**src/rtl/alarm_pkg.sv**
```systemverilog
// Shared definitions for the alarm FSM status interface: state codes and event-byte layout.
package alarm_pkg;

  localparam logic [1:0] ST_OFF       = 2'b00;
  localparam logic [1:0] ST_ARMED     = 2'b01;
  localparam logic [1:0] ST_TRIGGERED = 2'b10;
  localparam logic [1:0] ST_ALARM_ON  = 2'b11;

  // Event byte, MSB first: previous state, new state, new alarm bit, sequence number.
  typedef struct packed {
    logic [1:0] from_st;
    logic [1:0] to_st;
    logic       alarm;
    logic [2:0] seq;
  } event_t;

endpackage

```
**src/rtl/uart_tx_8n1.sv**
```systemverilog
// UART 8N1 transmitter: accepts a byte when ready (IDLE), frame is 10*CLKS_PER_BIT cycles.
// tx falls on the accepting edge; ready stays low until the STOP bit has completed.
module uart_tx_8n1 #(
  parameter int CLKS_PER_BIT = 16
) (
  input  logic       clk,
  input  logic       rst_n,
  input  logic [7:0] data,
  input  logic       valid,
  output logic       ready,
  output logic       tx,
  output logic       busy
);

  localparam int CW = (CLKS_PER_BIT > 1) ? $clog2(CLKS_PER_BIT) : 1;
  localparam logic [CW-1:0] CNT_LAST = CW'(CLKS_PER_BIT - 1);

  localparam logic [1:0] S_IDLE  = 2'd0;
  localparam logic [1:0] S_START = 2'd1;
  localparam logic [1:0] S_DATA  = 2'd2;
  localparam logic [1:0] S_STOP  = 2'd3;

  logic [1:0]    state;
  logic [CW-1:0] cnt;
  logic [2:0]    bit_idx;
  logic [7:0]    shreg;
  logic          bit_end;

  assign ready   = (state == S_IDLE);
  assign bit_end = (cnt == CNT_LAST);

  always_ff @(posedge clk or negedge rst_n) begin
    if (!rst_n) begin
      state   <= S_IDLE;
      cnt     <= '0;
      bit_idx <= '0;
      shreg   <= '0;
      tx      <= 1'b1;
      busy    <= 1'b0;
    end else begin
      case (state)
        S_IDLE: begin
          if (valid) begin
            shreg <= data;
            state <= S_START;
            cnt   <= '0;
            tx    <= 1'b0;
            busy  <= 1'b1;
          end
        end
        S_START: begin
          if (bit_end) begin
            state   <= S_DATA;
            cnt     <= '0;
            bit_idx <= '0;
            tx      <= shreg[0];
            shreg   <= {1'b0, shreg[7:1]};
          end else begin
            cnt <= cnt + 1'b1;
          end
        end
        S_DATA: begin
          if (bit_end) begin
            cnt <= '0;
            if (bit_idx == 3'd7) begin
              state <= S_STOP;
              tx    <= 1'b1;
            end else begin
              bit_idx <= bit_idx + 3'd1;
              tx      <= shreg[0];
              shreg   <= {1'b0, shreg[7:1]};
            end
          end else begin
            cnt <= cnt + 1'b1;
          end
        end
        default: begin
          // STOP: line already high; release busy so the next byte can start one cycle later.
          if (bit_end) begin
            state <= S_IDLE;
            cnt   <= '0;
            busy  <= 1'b0;
          end else begin
            cnt <= cnt + 1'b1;
          end
        end
      endcase
    end
  end

endmodule

```
**src/rtl/alarm_event_reporter.sv**
```systemverilog
// Turns every {state, alarm} change of the alarm FSM into an event byte, queues it, sends it over UART.
// Push at the detecting edge, tx falls one edge later when idle; a push into a full FIFO without a pop is dropped and sets ovf.
module alarm_event_reporter
  import alarm_pkg::*;
#(
  parameter int CLKS_PER_BIT = 16,
  parameter int FIFO_DEPTH   = 4,
  localparam int AW          = $clog2(FIFO_DEPTH)
) (
  input  logic        clk,
  input  logic        rst_n,
  input  logic [1:0]  st_in,
  input  logic        alarm_in,
  input  logic        ovf_clr,
  output logic        tx,
  output logic        busy,
  output logic        ovf,
  output logic [AW:0] fifo_level
);

  logic [1:0]    last_st;
  logic          last_alarm;
  logic [2:0]    seq;
  logic [7:0]    mem [FIFO_DEPTH];
  logic [AW-1:0] wr_ptr;
  logic [AW-1:0] rd_ptr;
  logic          change;
  logic          full;
  logic          empty;
  logic          pop;
  logic          push;
  logic          drop;
  logic          tx_ready;
  event_t        ev;

  always_comb begin
    ev         = '0;
    ev.from_st = last_st;
    ev.to_st   = st_in;
    ev.alarm   = alarm_in;
    ev.seq     = seq;
  end

  assign change = ({st_in, alarm_in} != {last_st, last_alarm});
  assign full   = (fifo_level == (AW+1)'(FIFO_DEPTH));
  assign empty  = (fifo_level == '0);
  assign pop    = tx_ready && !empty;
  // A simultaneous pop frees the slot, so a full FIFO still accepts the push.
  assign push   = change && (!full || pop);
  assign drop   = change && full && !pop;

  always_ff @(posedge clk or negedge rst_n) begin
    if (!rst_n) begin
      last_st    <= ST_OFF;
      last_alarm <= 1'b0;
      seq        <= '0;
      wr_ptr     <= '0;
      rd_ptr     <= '0;
      fifo_level <= '0;
      ovf        <= 1'b0;
    end else begin
      if (change) begin
        last_st    <= st_in;
        last_alarm <= alarm_in;
        seq        <= seq + 3'd1;
      end
      if (push) wr_ptr <= wr_ptr + 1'b1;
      if (pop)  rd_ptr <= rd_ptr + 1'b1;
      case ({push, pop})
        2'b10:   fifo_level <= fifo_level + 1'b1;
        2'b01:   fifo_level <= fifo_level - 1'b1;
        default: fifo_level <= fifo_level;
      endcase
      if (drop)         ovf <= 1'b1;
      else if (ovf_clr) ovf <= 1'b0;
    end
  end

  always_ff @(posedge clk) begin
    if (push) mem[wr_ptr] <= ev;
  end

  uart_tx_8n1 #(
    .CLKS_PER_BIT(CLKS_PER_BIT)
  ) u_uart_tx (
    .clk  (clk),
    .rst_n(rst_n),
    .data (mem[rd_ptr]),
    .valid(!empty),
    .ready(tx_ready),
    .tx   (tx),
    .busy (busy)
  );

endmodule

```
**config.mk**
```make
export PLATFORM = sky130hd
export DESIGN_NAME = alarm_event_reporter
export DESIGN_NICKNAME = d
export VERILOG_FILES = /design/src/rtl/alarm_pkg.sv /design/src/rtl/uart_tx_8n1.sv /design/src/rtl/alarm_event_reporter.sv
export SDC_FILE = /design/constraint.sdc
export NUM_CORES = 1
export LEC_CHECK = 0
export ABC_AREA = 1
export CORE_ASPECT_RATIO = 0.8
export CORE_MARGIN = 2
export CORE_UTILIZATION = 60
export CTS_CLUSTER_SIZE = 25
export DETAILED_ROUTE_END_ITERATION = 12
export PLACE_DENSITY_LB_ADDON = 0.1
export SLEW_MARGIN = 25
export SYNTH_ARGS = -nofsm -noshare
export SYNTH_HDL_FRONTEND = slang
export SYNTH_HIERARCHICAL = 1
export SYNTH_SLANG_ARGS = --single-unit
```
**constraint.sdc**
```tcl
create_clock -name clk -period 2.3 [get_ports clk]
set_input_delay 0.345 -clock clk [delete_from_list [all_inputs] [get_ports clk]]
set_output_delay 0.345 -clock clk [all_outputs]
set_load 0.01 [all_outputs]
```
==> key figures <==
Setup path
  • Startpoint Class: register
  • Cell count of the worst reg-to-reg path: 10
  • CP Class: register to register
  • RR Endpoint: fifo_level[2]$_DFFE_PN0P_
  • CP startpoint: u_uart_tx/state[0]$_DFFE_PN0P_
  • RR Startpoint: u_uart_tx/state[0]$_DFFE_PN0P_
  • Worst path max stage delay: ~410 ps
  • Setup crit end kind: register
  • CP max stage cell: dfrtp_1
  • Crit Path Max Fanout: 4
  • Critical Path Stages: 10
  • Reg2Reg Setup Slack: 160 ps
  • Critical path data arrival time: approximately 2400 ps
  • Worst setup endpoint: fifo_level[2]$_DFFE_PN0P_
  • CP top delay family: adder cells
  • Cell Chain, Critical Path: inv_1 > ha_1 > inv_2 > a21oi_2 > ha_1 > inv_1 > fa_1 > a21oi_1 > o21ai_0 > xor2_1
  • Worst Path Required: about 2500 ps
  • WP buf/inv: 3

Global route
  • GRT met2 Usage: 31.2%
  • Total gr overflow: 0
  • Initial antenna violation count: 0
  • Vias in the first global route: roughly 1800
  • Pin count of the biggest net entering global routing: 34
  • Met3 global-route usage: 7.33%
  • GRT Resource Usage Total: ~20%
  • Met1 Use GR: 27.1%
  • First-pass GRT wire length: between 8000 and 9000 microns
  • Gr busiest metal: met2

CTS
  • Clk Latency, worst-skew pair: between 300 and 400 ps
  • Hold buffer count at CTS: 0
  • Max Root-Sink Buffers: 2
  • Clock root cell: clkbuf_8
  • Clk sink count: 65
  • H-tree depth: 3
  • Clock-pin slew on the worst setup and hold paths: ~70 ps
  • CTS buffer count: 9
  • CTS tree: done

Floorplanning
  • Die X-Extent: approximately 84 microns
  • # IOs: 12
  • Num rows: 23
  • Core ar.: approximately 5000 sq um
  • Initial Util: around three fifths
  • Die height: 67.8 microns
  • DIE AREA: approximately 5700 sq um

Final layout
  • Post-layout nets: roughly 340
  • Antenna cells: 0
  • Layout area overhead: 14.7%
  • Register area: 1790 sq um
  • Area of the multi-input gates: approximately 1100 sq um
  • Layout cells sized above 1: approximately a fifth
  • Post-Layout Cell Count: 380
  • Fin area: between 3000 and 4000 sq um
  • Fillers: 371

Timing
  • Crit share post-route: slightly above 90%
  • Worst-margin pin slew: ~440 ps
  • Worst slew margin: a little over two thirds
  • Tmin final: approximately 2100 ps
  • Setup Skew: approximately 9.1 ps
  • RSZ-0062 raised after global routing: false
  • Peak Freq: about 470 MHz
  • Final Max Slew Viols: 0
  • Final setup vio count: 0
  • Final-report hold violation count: 0
  • Final WS setup: roughly 160 ps

Place
  • Placed cell count: between 300 and 400
  • Placed Area: approximately 3300 sq um
  • Detailed placement HPWL: about 3300 microns
  • Worst slack, placed: -98.4 ps
  • Routability congestion estimate: between 0.7 and 0.8
  • Buffers added on ports: 11

Synthesis
  • Post-synthesis sequential area ratio: 58.6%
  • Distinct cell type count after synthesis: 32
  • Syn Nets: a little over 300
  • Cells after Synth: 286
  • Synth Warn #: 6
  • Syn Std Cell Area: just over 3000 sq um
  • Number of synthesized register bits: 65
  • Syn avg cell area: between 10 and 15 sq um

Power and ir drop
  • Pwr dens: approximately 970 nW/um^2
  • VDD IR-drop max: 0.811 mV
  • P_leak: approximately 1.5 nW

Flow run
  • MaxCap Viol Count: 0

Route
  • Via count: ~2000
  • Average wire per standard cell: about 13 microns
  • First DRT Iteration DRCs: 120
  • DRT Wirelength: 5120 microns
  • DR pass1 iterations: 4
  • Residual DRC: 0
  • Vias/cell: slightly above 5
  • Post-DRT Antenna Nets: 0

Min path
  • HP Class: input port to asynchronous set/reset pin

Outcome
  • Outcome: complete, no violations
[cell usage after synthesis (all sizes together)]
| cell | n | share of area [%] |
|---|---|---|
| clkbuf | 4 | 0.49 |
| dfstp | 1 | 0.86 |
| buf | 4 | 1.1 |
| ha | 15 | 6.1 |
| a22o | 1 | 0.29 |
| dfrtp | 32 | 26 |
| nand4 | 1 | 0.21 |
| nor2 | 27 | 3.7 |
| edfxtp | 32 | 31 |
| xor2 | 3 | 0.86 |
| or2 | 7 | 1.4 |
| xnor2 | 2 | 0.82 |
| nand2 | 55 | 7.4 |
| a21oi | 7 | 1.4 |
| nand3 | 13 | 3.5 |
| o22ai | 8 | 1.6 |
| fa | 1 | 0.66 |
| o21ai | 42 | 7.9 |
| inv | 31 | 3.8 |
[metal layers]
| metal | part of all wire (%) | up-vias |
|---|---|---|
| met5 | 0 | - |
| li1 | - | 1004 |
| met4 | 0.96 | 0 |
| met2 | 45 | 33 |
| met1 | 50 | 908 |
| met3 | 4.6 | 4 |
[where the power goes]
part	switching (mW)	total [mW]	leakage, nW	internal, mW
clock	0.434	0.965	0.0985	0.531
sequential	0.141	1.72	0.693	1.58
combinational	0.404	0.703	0.716	0.299
[how the worst min path moves through the flow]
| stage | from | end | slack, ps |
|---|---|---|---|
| finish | rst_n | u_uart_tx/bit_idx[2]$_DFFE_PN0P_ | 420 |
| CTS | rst_n | u_uart_tx/bit_idx[2]$_DFFE_PN0P_ | 430 |
| floorplan | rst_n | fifo_level[0]$_DFFE_PN0P_ | 50 |
| detailed placement | u_uart_tx/tx$_DFFE_PN1P_ | u_uart_tx/tx$_DFFE_PN1P_ | 460 |
| global placement | u_uart_tx/tx$_DFFE_PN1P_ | u_uart_tx/tx$_DFFE_PN1P_ | 450 |
| global route | rst_n | u_uart_tx/cnt[1]$_DFFE_PN0P_ | 470 |
[cells in the final DEF (no fill, tap or decap), types with 2 or more instances in the layout]
cell	n
nand2_4	2
xor2_1	3
or2_2	7
a21oi_2	2
clkdlybuf4s50_1	11
buf_4	13
o21ai_1	4
dfrtp_1	32
nor2_2	2
o21ai_0	30
a21oi_1	5
nand2_1	51
ha_1	15
nand3_1	9
clkinv_4	2
inv_2	3
nand3_4	4
inv_1	28
nand2_2	2
nor2_1	24
o22ai_1	8
edfxtp_1	32
clkinvlp_4	2
o21ai_2	8
clkbuf_8	10
[cell families (layout without fill, tap and decap cells)]
| logic type | Yosys count | in the layout | share of synthesized area [%] |
|---|---|---|---|
| AO/OA/AOI/OAI | 58 | 58 | 11.2 |
| XOR/XNOR | 5 | 5 | 1.68 |
| adder cells (fa/ha/maj) | 16 | 16 | 6.80 |
| buffers and inverters | 39 | 71 | 5.45 |
| flip-flops | 65 | 65 | 58.6 |
| AND/OR/NAND/NOR | 103 | 103 | 16.3 |
[cell type report]
class                           count  share of cell area [%]
Sequential cell                    65                    51.1
Clock buffer                       10                    3.93
Timing Repair Buffer               24                    5.93
Clock inverter                      6                    1.93
Multi-Input combinational cell    182                    31.6
Inverter                           31                    3.32
Tap cell                           62                    2.22
[what timing repair did]
item | CTS | global route
endpoints found under the setup margin | 0 | 1
setup buffers | 0 | 1
gates resized for setup | 0 | 2
[registers in the layout, indices dropped and copies added (netlist names), 3 cells and up]
| signal | count |
|---|---|
| mem | 32 |
| u_uart_tx/shreg | 8 |
| u_uart_tx/cnt | 4 |
| fifo_level | 3 |
| seq | 3 |
| u_uart_tx/bit_idx | 3 |
[stage by stage]
step                      hold slack, ps  total power [mW]  utilization (%)  setup TNS [ps]
after floorplan                     49.4              2.14                -               0
after global placement               455              2.43             66.3           -48.6
after detailed placement             459              2.45             66.3           -98.4
after CTS                            431              3.42             70.4               0
after global routing                 466              3.59             70.7               0
final                                425              3.38             70.7               0
No activity file was read; power rests on OpenSTA's default activity.
